### src/rtl/alu_arbiter_pkg.sv
// Shared opcode constants, legal-op check and FSM encoding for alu_arbiter.
package alu_arbiter_pkg;

    localparam int NUM_REQ = 2;

    localparam logic [3:0] OP_ADD  = 4'd1;
    localparam logic [3:0] OP_SUB  = 4'd2;
    localparam logic [3:0] OP_LAND = 4'd3;
    localparam logic [3:0] OP_LOR  = 4'd4;
    localparam logic [3:0] OP_SLT  = 4'd5;
    localparam logic [3:0] OP_AND  = 4'd6;
    localparam logic [3:0] OP_OR   = 4'd7;
    localparam logic [3:0] OP_NOR  = 4'd8;
    localparam logic [3:0] OP_XOR  = 4'd9;
    localparam logic [3:0] OP_SLL  = 4'd10;
    localparam logic [3:0] OP_SRL  = 4'd11;
    localparam logic [3:0] OP_SRA  = 4'd12;

    typedef enum logic [1:0] {
        IDLE  = 2'd0,
        ISSUE = 2'd1,
        RESP  = 2'd2
    } arb_state_e;

    function automatic logic op_legal(input logic [3:0] op);
        return (op >= OP_ADD) && (op <= OP_SRA);
    endfunction

endpackage

### src/rtl/alu_arbiter_rr_arb2.sv
// Two-way round-robin grant: a lone valid requester wins, a tie goes to
// whichever requester did not win last.
module rr_arb2 (
    input  logic [1:0] valid,
    input  logic       last_grant,
    output logic       gnt,
    output logic       gnt_vld
);

    assign gnt     = (valid == 2'b11) ? ~last_grant : valid[1];
    assign gnt_vld = |valid;

endmodule

### src/rtl/alu_arbiter.sv
// Shares one external ALU between two valid/ready requesters (IDLE/ISSUE/RESP).
// Optional ALU_ARB_OVFL_CNT_EN adds a saturating ovfl_count of overflowing responses.
import alu_arbiter_pkg::*;

module alu_arbiter #(
    parameter int DATA_W = 16,
    parameter int OP_W   = 4
) (
    input  logic              clk,
    input  logic              rst,
    input  logic              req0_valid,
    output logic              req0_ready,
    input  logic [DATA_W-1:0] req0_a,
    input  logic [DATA_W-1:0] req0_b,
    input  logic [OP_W-1:0]   req0_op,
    output logic              rsp0_valid,
    input  logic              rsp0_ready,
    output logic [DATA_W-1:0] rsp0_r,
    output logic              rsp0_zero,
    output logic              rsp0_ovfl,
    input  logic              req1_valid,
    output logic              req1_ready,
    input  logic [DATA_W-1:0] req1_a,
    input  logic [DATA_W-1:0] req1_b,
    input  logic [OP_W-1:0]   req1_op,
    output logic              rsp1_valid,
    input  logic              rsp1_ready,
    output logic [DATA_W-1:0] rsp1_r,
    output logic              rsp1_zero,
    output logic              rsp1_ovfl,
    output logic [DATA_W-1:0] alu_a,
    output logic [DATA_W-1:0] alu_b,
    output logic [OP_W-1:0]   alu_op,
    input  logic [DATA_W-1:0] alu_r,
    input  logic              alu_zero,
    input  logic              alu_ovfl
`ifdef ALU_ARB_OVFL_CNT_EN
    ,
    output logic [15:0]       ovfl_count
`endif
);

    typedef struct packed {
        logic [DATA_W-1:0] a;
        logic [DATA_W-1:0] b;
        logic [OP_W-1:0]   op;
    } req_t;

    typedef struct packed {
        logic [DATA_W-1:0] r;
        logic              zero;
        logic              ovfl;
    } rsp_t;

    arb_state_e state, state_d;
    logic       last_grant, owner;
    req_t       lat;
    logic       lat_ill;

    req_t [NUM_REQ-1:0] req_in;
    rsp_t [NUM_REQ-1:0] rsp_q;
    logic [NUM_REQ-1:0] req_valid, req_ready, rsp_ready, rsp_vld_q;

    logic gnt, gnt_vld, accept, gnt_legal, rsp_hs;

    assign req_valid = {req1_valid, req0_valid};
    assign rsp_ready = {rsp1_ready, rsp0_ready};
    assign req_in[0] = '{a: req0_a, b: req0_b, op: req0_op};
    assign req_in[1] = '{a: req1_a, b: req1_b, op: req1_op};

    rr_arb2 u_arb (
        .valid      (req_valid),
        .last_grant (last_grant),
        .gnt        (gnt),
        .gnt_vld    (gnt_vld)
    );

    assign gnt_legal = op_legal(4'(req_in[gnt].op));
    assign rsp_hs    = (state == RESP) && rsp_vld_q[owner] && rsp_ready[owner];

    always_comb begin
        state_d   = state;
        req_ready = '0;
        accept    = 1'b0;
        case (state)
            IDLE: begin
                if (gnt_vld) begin
                    req_ready[gnt] = 1'b1;
                    accept         = 1'b1;
                    state_d        = ISSUE;
                end
            end
            ISSUE:   state_d = RESP;
            RESP:    if (rsp_hs) state_d = IDLE;
            default: state_d = IDLE;
        endcase
    end

    always_ff @(posedge clk) begin
        if (rst) begin
            state      <= IDLE;
            last_grant <= 1'b1;
            owner      <= 1'b0;
            lat        <= '0;
            lat_ill    <= 1'b0;
            rsp_q      <= '0;
            rsp_vld_q  <= '0;
        end else begin
            state <= state_d;
            if (accept) begin
                owner      <= gnt;
                last_grant <= gnt;
                // Illegal ops are latched as all-zero so the ALU bus stays quiet.
                lat        <= gnt_legal ? req_in[gnt] : '0;
                lat_ill    <= ~gnt_legal;
            end
            if (state == ISSUE) begin
                rsp_q[owner]     <= lat_ill ? '{r: '0, zero: 1'b1, ovfl: 1'b0}
                                            : '{r: alu_r, zero: alu_zero, ovfl: alu_ovfl};
                rsp_vld_q[owner] <= 1'b1;
            end
            if (rsp_hs)
                rsp_vld_q[owner] <= 1'b0;
        end
    end

    assign alu_a  = (state == ISSUE) ? lat.a  : '0;
    assign alu_b  = (state == ISSUE) ? lat.b  : '0;
    assign alu_op = (state == ISSUE) ? lat.op : '0;

    assign req0_ready = req_ready[0];
    assign req1_ready = req_ready[1];
    assign rsp0_valid = rsp_vld_q[0];
    assign rsp1_valid = rsp_vld_q[1];
    assign rsp0_r     = rsp_q[0].r;
    assign rsp0_zero  = rsp_q[0].zero;
    assign rsp0_ovfl  = rsp_q[0].ovfl;
    assign rsp1_r     = rsp_q[1].r;
    assign rsp1_zero  = rsp_q[1].zero;
    assign rsp1_ovfl  = rsp_q[1].ovfl;

`ifdef ALU_ARB_OVFL_CNT_EN
    always_ff @(posedge clk) begin
        if (rst)
            ovfl_count <= '0;
        else if (rsp_hs && rsp_q[owner].ovfl && (ovfl_count != 16'hFFFF))
            ovfl_count <= ovfl_count + 16'd1;
    end
`endif

endmodule

### config.mk
export PLATFORM = sky130hd
export DESIGN_NAME = alu_arbiter
export DESIGN_NICKNAME = d
export VERILOG_FILES = /design/src/rtl/alu_arbiter_pkg.sv /design/src/rtl/alu_arbiter_rr_arb2.sv /design/src/rtl/alu_arbiter.sv
export SDC_FILE = /design/constraint.sdc
export NUM_CORES = 1
export LEC_CHECK = 0
export ABC_AREA = 1
export BUFFER_PORTS_ARGS = -buffer_cell sky130_fd_sc_hd__buf_4
export CAP_MARGIN = 15
export CORE_AREA = 2 2 97 99
export DETAILED_ROUTE_END_ITERATION = 10
export DIE_AREA = 0 0 99 101
export PLACE_DENSITY = 0.79
export SYNTH_ARGS = -nofsm -noshare
export SYNTH_HDL_FRONTEND = slang
export SYNTH_SLANG_ARGS = --single-unit
### constraint.sdc
create_clock -name clk -period 1.9 [get_ports clk]
set_input_delay 0.095 -clock clk [delete_from_list [all_inputs] [get_ports clk]]
set_output_delay 0.095 -clock clk [all_outputs]
set_load 0.01 [all_outputs]
==> metrics list <==
- After layout, the minimum clock period comes to 1.77 ns.
- STA puts the critical path data required time at 1.80 ns.
- In the synthesized netlist the async set-or-reset flop fraction comes to 0.
* Post-DRT Antenna Nets: 0
* Number of pins exceeding their max-slew limit in the final report: 0
* Worst reg2reg endpoint: rsp0_r[15]$_SDFFE_PP0P_
- Peak fanout along the critical path: 28
- IR Drop Worst-Case VDD: 0.000422 V
* Area of combinational cells with multiple inputs: 2170 um2
- Kind of cell with the highest combined delay on the critical path: simple AND/OR/NAND/NOR gates
- Data on the critical path arrives at its endpoint at 1.67 ns.
- Die Outline Area: 10000 um2
- Detailed Route Iter0 Violations: 172
* Number of flip-flops and latches in the synthesized netlist: 79
- The number of nets handed over by synthesis was 714.
- Count of synthesis-stage warnings from yosys: 0
- For the pin with the worst max-slew slack, the measured transition is 0.685 ns.
- Across the run, the number of max-cap violations was 0.
- For this run, the total global-route usage over all layers was measured as 0.230.
- Clock insertion delay at the later pin of the skew report: 0.36 ns
- Total net switching power: 1.41 mW
- After detailed routing, the number of vias per cell comes to 4.99.
- Slowest CP cell: dfxtp_1
* Hold buffer count at CTS: 0
* Worst reg2reg startpoint: state[0]$_SDFFE_PP0P_
- In this run the vertical extent of the chip is 101 um.
- At the end of the flow, the number of nets in the layout was 867.
- Sum Neg Setup Slack: 0 ns
- Of the available clock period, the critical path in the final layout requires 0.929.
- In this run, distinct cell masters in the synthesized netlist total 27.
- Post-Syn Instances: 618
- Clock-pin slew was measured on the worst setup and hold paths at 0.09 ns.
- Cell count after placement: 871
- Of the total power, the share spent switching nets is 0.315.
- In this design, the stage delay of the slowest critical-path cell is 0.38 ns.
* Leading post-synthesis cells by instance count: 171 x nand2_1, 99 x nor2_1, 79 x dfxtp_1, 67 x inv_1
* Number of antenna repair diodes: 0
- Summed over all layers, the global routing overflow is 0.
- Yosys instantiated no cell more often than nand2_1.
- Outcome: finished, final reports clean
- Crit path launch type: register
* 1st-pass router iterations: 5
- Count of final hold-check violations: 0
- The initialized floorplan defines 35 standard-cell rows.
- Overall power consumption after layout is estimated at 4.49 mW.
* CTS buffer count: 9
- Number of failing setup endpoints in the final timing report: 0
* WP buf/inv: 2
- In the global route stage, met1 resource usage came out at 0.283.
- H-tree levels: 3
- Worst Path Class, Setup: register to output pin
* TritonCTS clock tree: done
- Internal power comes to 3.08 mW.
* Fraction of synthesized area in multiplexers: 0
- Counting instances, the worst hold path has a depth of 4.
* Post-CTS setup buffer count: 0
- The worst hold path belongs to the class primary input to register.
* Synthesized area divided by synthesized cell count: 6.95 um2
- Based on the critical path, the design can be clocked at up to 566 MHz.
* Via count of the first global-routing pass: 4172
- The worst register-to-register path has a depth of 6.
* Routed len/inst: 13.2 um
- Setup repair after global routing missed its margin: no
- Part of the power in registers: 0.419
- For hold timing, the worst endpoint is rsp1_zero$_SDFFE_PP0P_.
- Most congested layer reported by global routing: met2
- The share of synthesized area in the top cell type comes to 0.368.
* Wirelength, routed: 11700 um
* Antenna violations before repair: 0
* GPL Wtd Cong: 0.919
- Counting flops with a built-in enable in the synthesized netlist gives 0.
* Quantity of I/O buffers inserted on ports: 171
* Buffers from clock root to sink, at most: 2
* Top FF cell, synth: dfxtp_1
* Number of remaining DRC errors: 0
- Largest area contributor in the synthesized netlist: dfxtp_1
- Largest net degree at the start of global routing: 38
- For this run, global-route usage on met2 was measured as 0.388.
* Register area: 1580 um2
- Cell chain of the critical path: nand2_4 > nand2_8 > inv_2 > nor2_8 > buf_4
- For flop-to-flop paths, the worst setup slack is 0.22 ns.
- Of the total synthesized cell area, the portion taken by full adders, half adders and majority gates is 0.
* Synthesized cell area: 4290 um2
- The initial utilization of the core area, before any placement, comes to 0.478.
- Of the total synthesized cell area, the portion taken by AND, OR, NAND and NOR gates is 0.377.
- Estimated wirelength of the detail-placed design: 8420 um
- For this design the static power due to leakage is 2.76 nW.
- The fraction of the mapped netlist area in compound gates is 0.128.
* Fraction of met3 tracks used by global routing: 0.0437
- Final setup skew: 0.0102 ns
* DR vias: 4426
- Critical path launch point: last_grant$_SDFFE_PP1P_
* Final Instance Count excl. Fillers: 887
* Core outline area: 8980 um2
- In this run the tightest slew margin relative to its limit is 0.542.
* Area share of xor/xnor cells in the synthesized design: 0
- Of the cells placed in the final design, the portion with a size suffix greater than 1 is 0.354.
- Cell types with the largest area share after synthesis: dfxtp_1 37%, nand2_1 15%, nor2_1 8.7%
- Worst Hold Launch: alu_zero
* Wire length of the first global-routing pass: 18900 um
* Combinational fraction of design power: 0.264
- The share of total power dissipated in the clock network is 0.317.
* Ratio of total power to cell area: 778 nW/um2
- Chip width: 99 um
- Num Clock Sinks: 79
- Dominant combinational cell family by area after synthesis: simple AND/OR/NAND/NOR gates
* Part of the Yosys area used for sequential elements: 0.368
* Final-layout fill cell count: 763
- In this run the clock root is driven by a clkbuf_8.
- I/O pin count: 172
* Layout-stage area growth over the synthesis result: 34.4%
* Critical path endpoint category: output pin
-- sequential cells by signal, summed over array words and instances (netlist names), named ones only --
name / count
rsp1_zero: 1
rsp1_r: 16
rsp1_ovfl: 1
state: 2
rsp0_ovfl: 1
lat: 36
rsp0_zero: 1
lat_ill: 1
rsp0_r: 16
owner: 1
last_grant: 1
-- stage by stage --
step / util / hold slack, ns / cell area [um2] / setup slack (ns)
after floorplan: - / 0.286 / 4290 / 0.520
after global placement: 0.617 / 0.439 / 5540 / 0.341
after detailed placement: 0.617 / 0.443 / 5540 / 0.220
after CTS: 0.643 / 0.0702 / 5770 / 0.115
after global routing: 0.643 / 0.105 / 5770 / 0.0234
final: 0.643 / 0.0781 / 5770 / 0.134
-- logic make-up after synthesis --
group / after synthesis
AND/OR/NAND/NOR: 344
AO/OA/AOI/OAI: 86
flip-flops: 79
buffers and inverters: 109
-- how the worst max path moves through the flow --
stage                             endpoint  cells after the start
detailed placement  rsp0_r[1]$_SDFFE_PP0P_                      6
global route                      alu_a[2]                      6
finish                          req0_ready                      5
CTS                             req0_ready                      4
global placement       lat[9]$_SDFFE_PP0P_                      7
floorplan             lat[11]$_SDFFE_PP0P_                     10
-- repair_timing --
item | 4_1_cts | 5_1_grt
endpoints found under the setup margin | 0 | 1
resized for setup | 0 | 1
endpoints found under the hold margin | 0 | 0
-- power by group through the flow --
stage               sequential [mW]  clock (mW)  combinational, mW
global placement               1.91           0               1.15
CTS                            1.88        1.44               1.19
detailed placement             1.92           0               1.18
finish                         1.88        1.42               1.19
global route                   1.90        1.51               1.31
floorplan                      1.92           0              0.787
-- placed cells by master, fill, tap and decap left out, types with 2 or more instances in the layout --
master	count
dfxtp_1	79
clkbuf_8	10
nor2_1	99
o21ai_0	24
nor2_8	2
nand2_2	5
nand2_4	4
nand3b_1	3
a21oi_2	30
nand3_2	30
buf_12	2
nand3_1	28
inv_1	67
nand2_1	170
clkinv_4	2
a21oi_1	30
inv_2	2
buf_4	179
bufinv_16	2
-- layout make-up --
cell class	instances	share of cell area
Multi-Input combinational cell	430	0.376
Inverter	70	0.0462
Sequential cell	79	0.274
Timing Repair Buffer	181	0.240
Tap cell	111	0.0241
Clock buffer	10	0.0238
Clock inverter	6	0.0158
-- metal layers --
metal  wire [um]  part of all wire
met4         343             0.029
met2        5480              0.47
met1        4870              0.42
met5           0                 0
met3         998             0.085
-- worst register-to-register path, delay by kind of cell, from the launching register on --
kind | cells | cell delay [ns]
and+or+nand+nor | 3 | 0.84
buffers and inverters | 2 | 0.29
AOI/OAI and AO/OA | 1 | 0.08
DFF | 1 | 0.36
No activity file was read; power rests on OpenSTA's default activity.
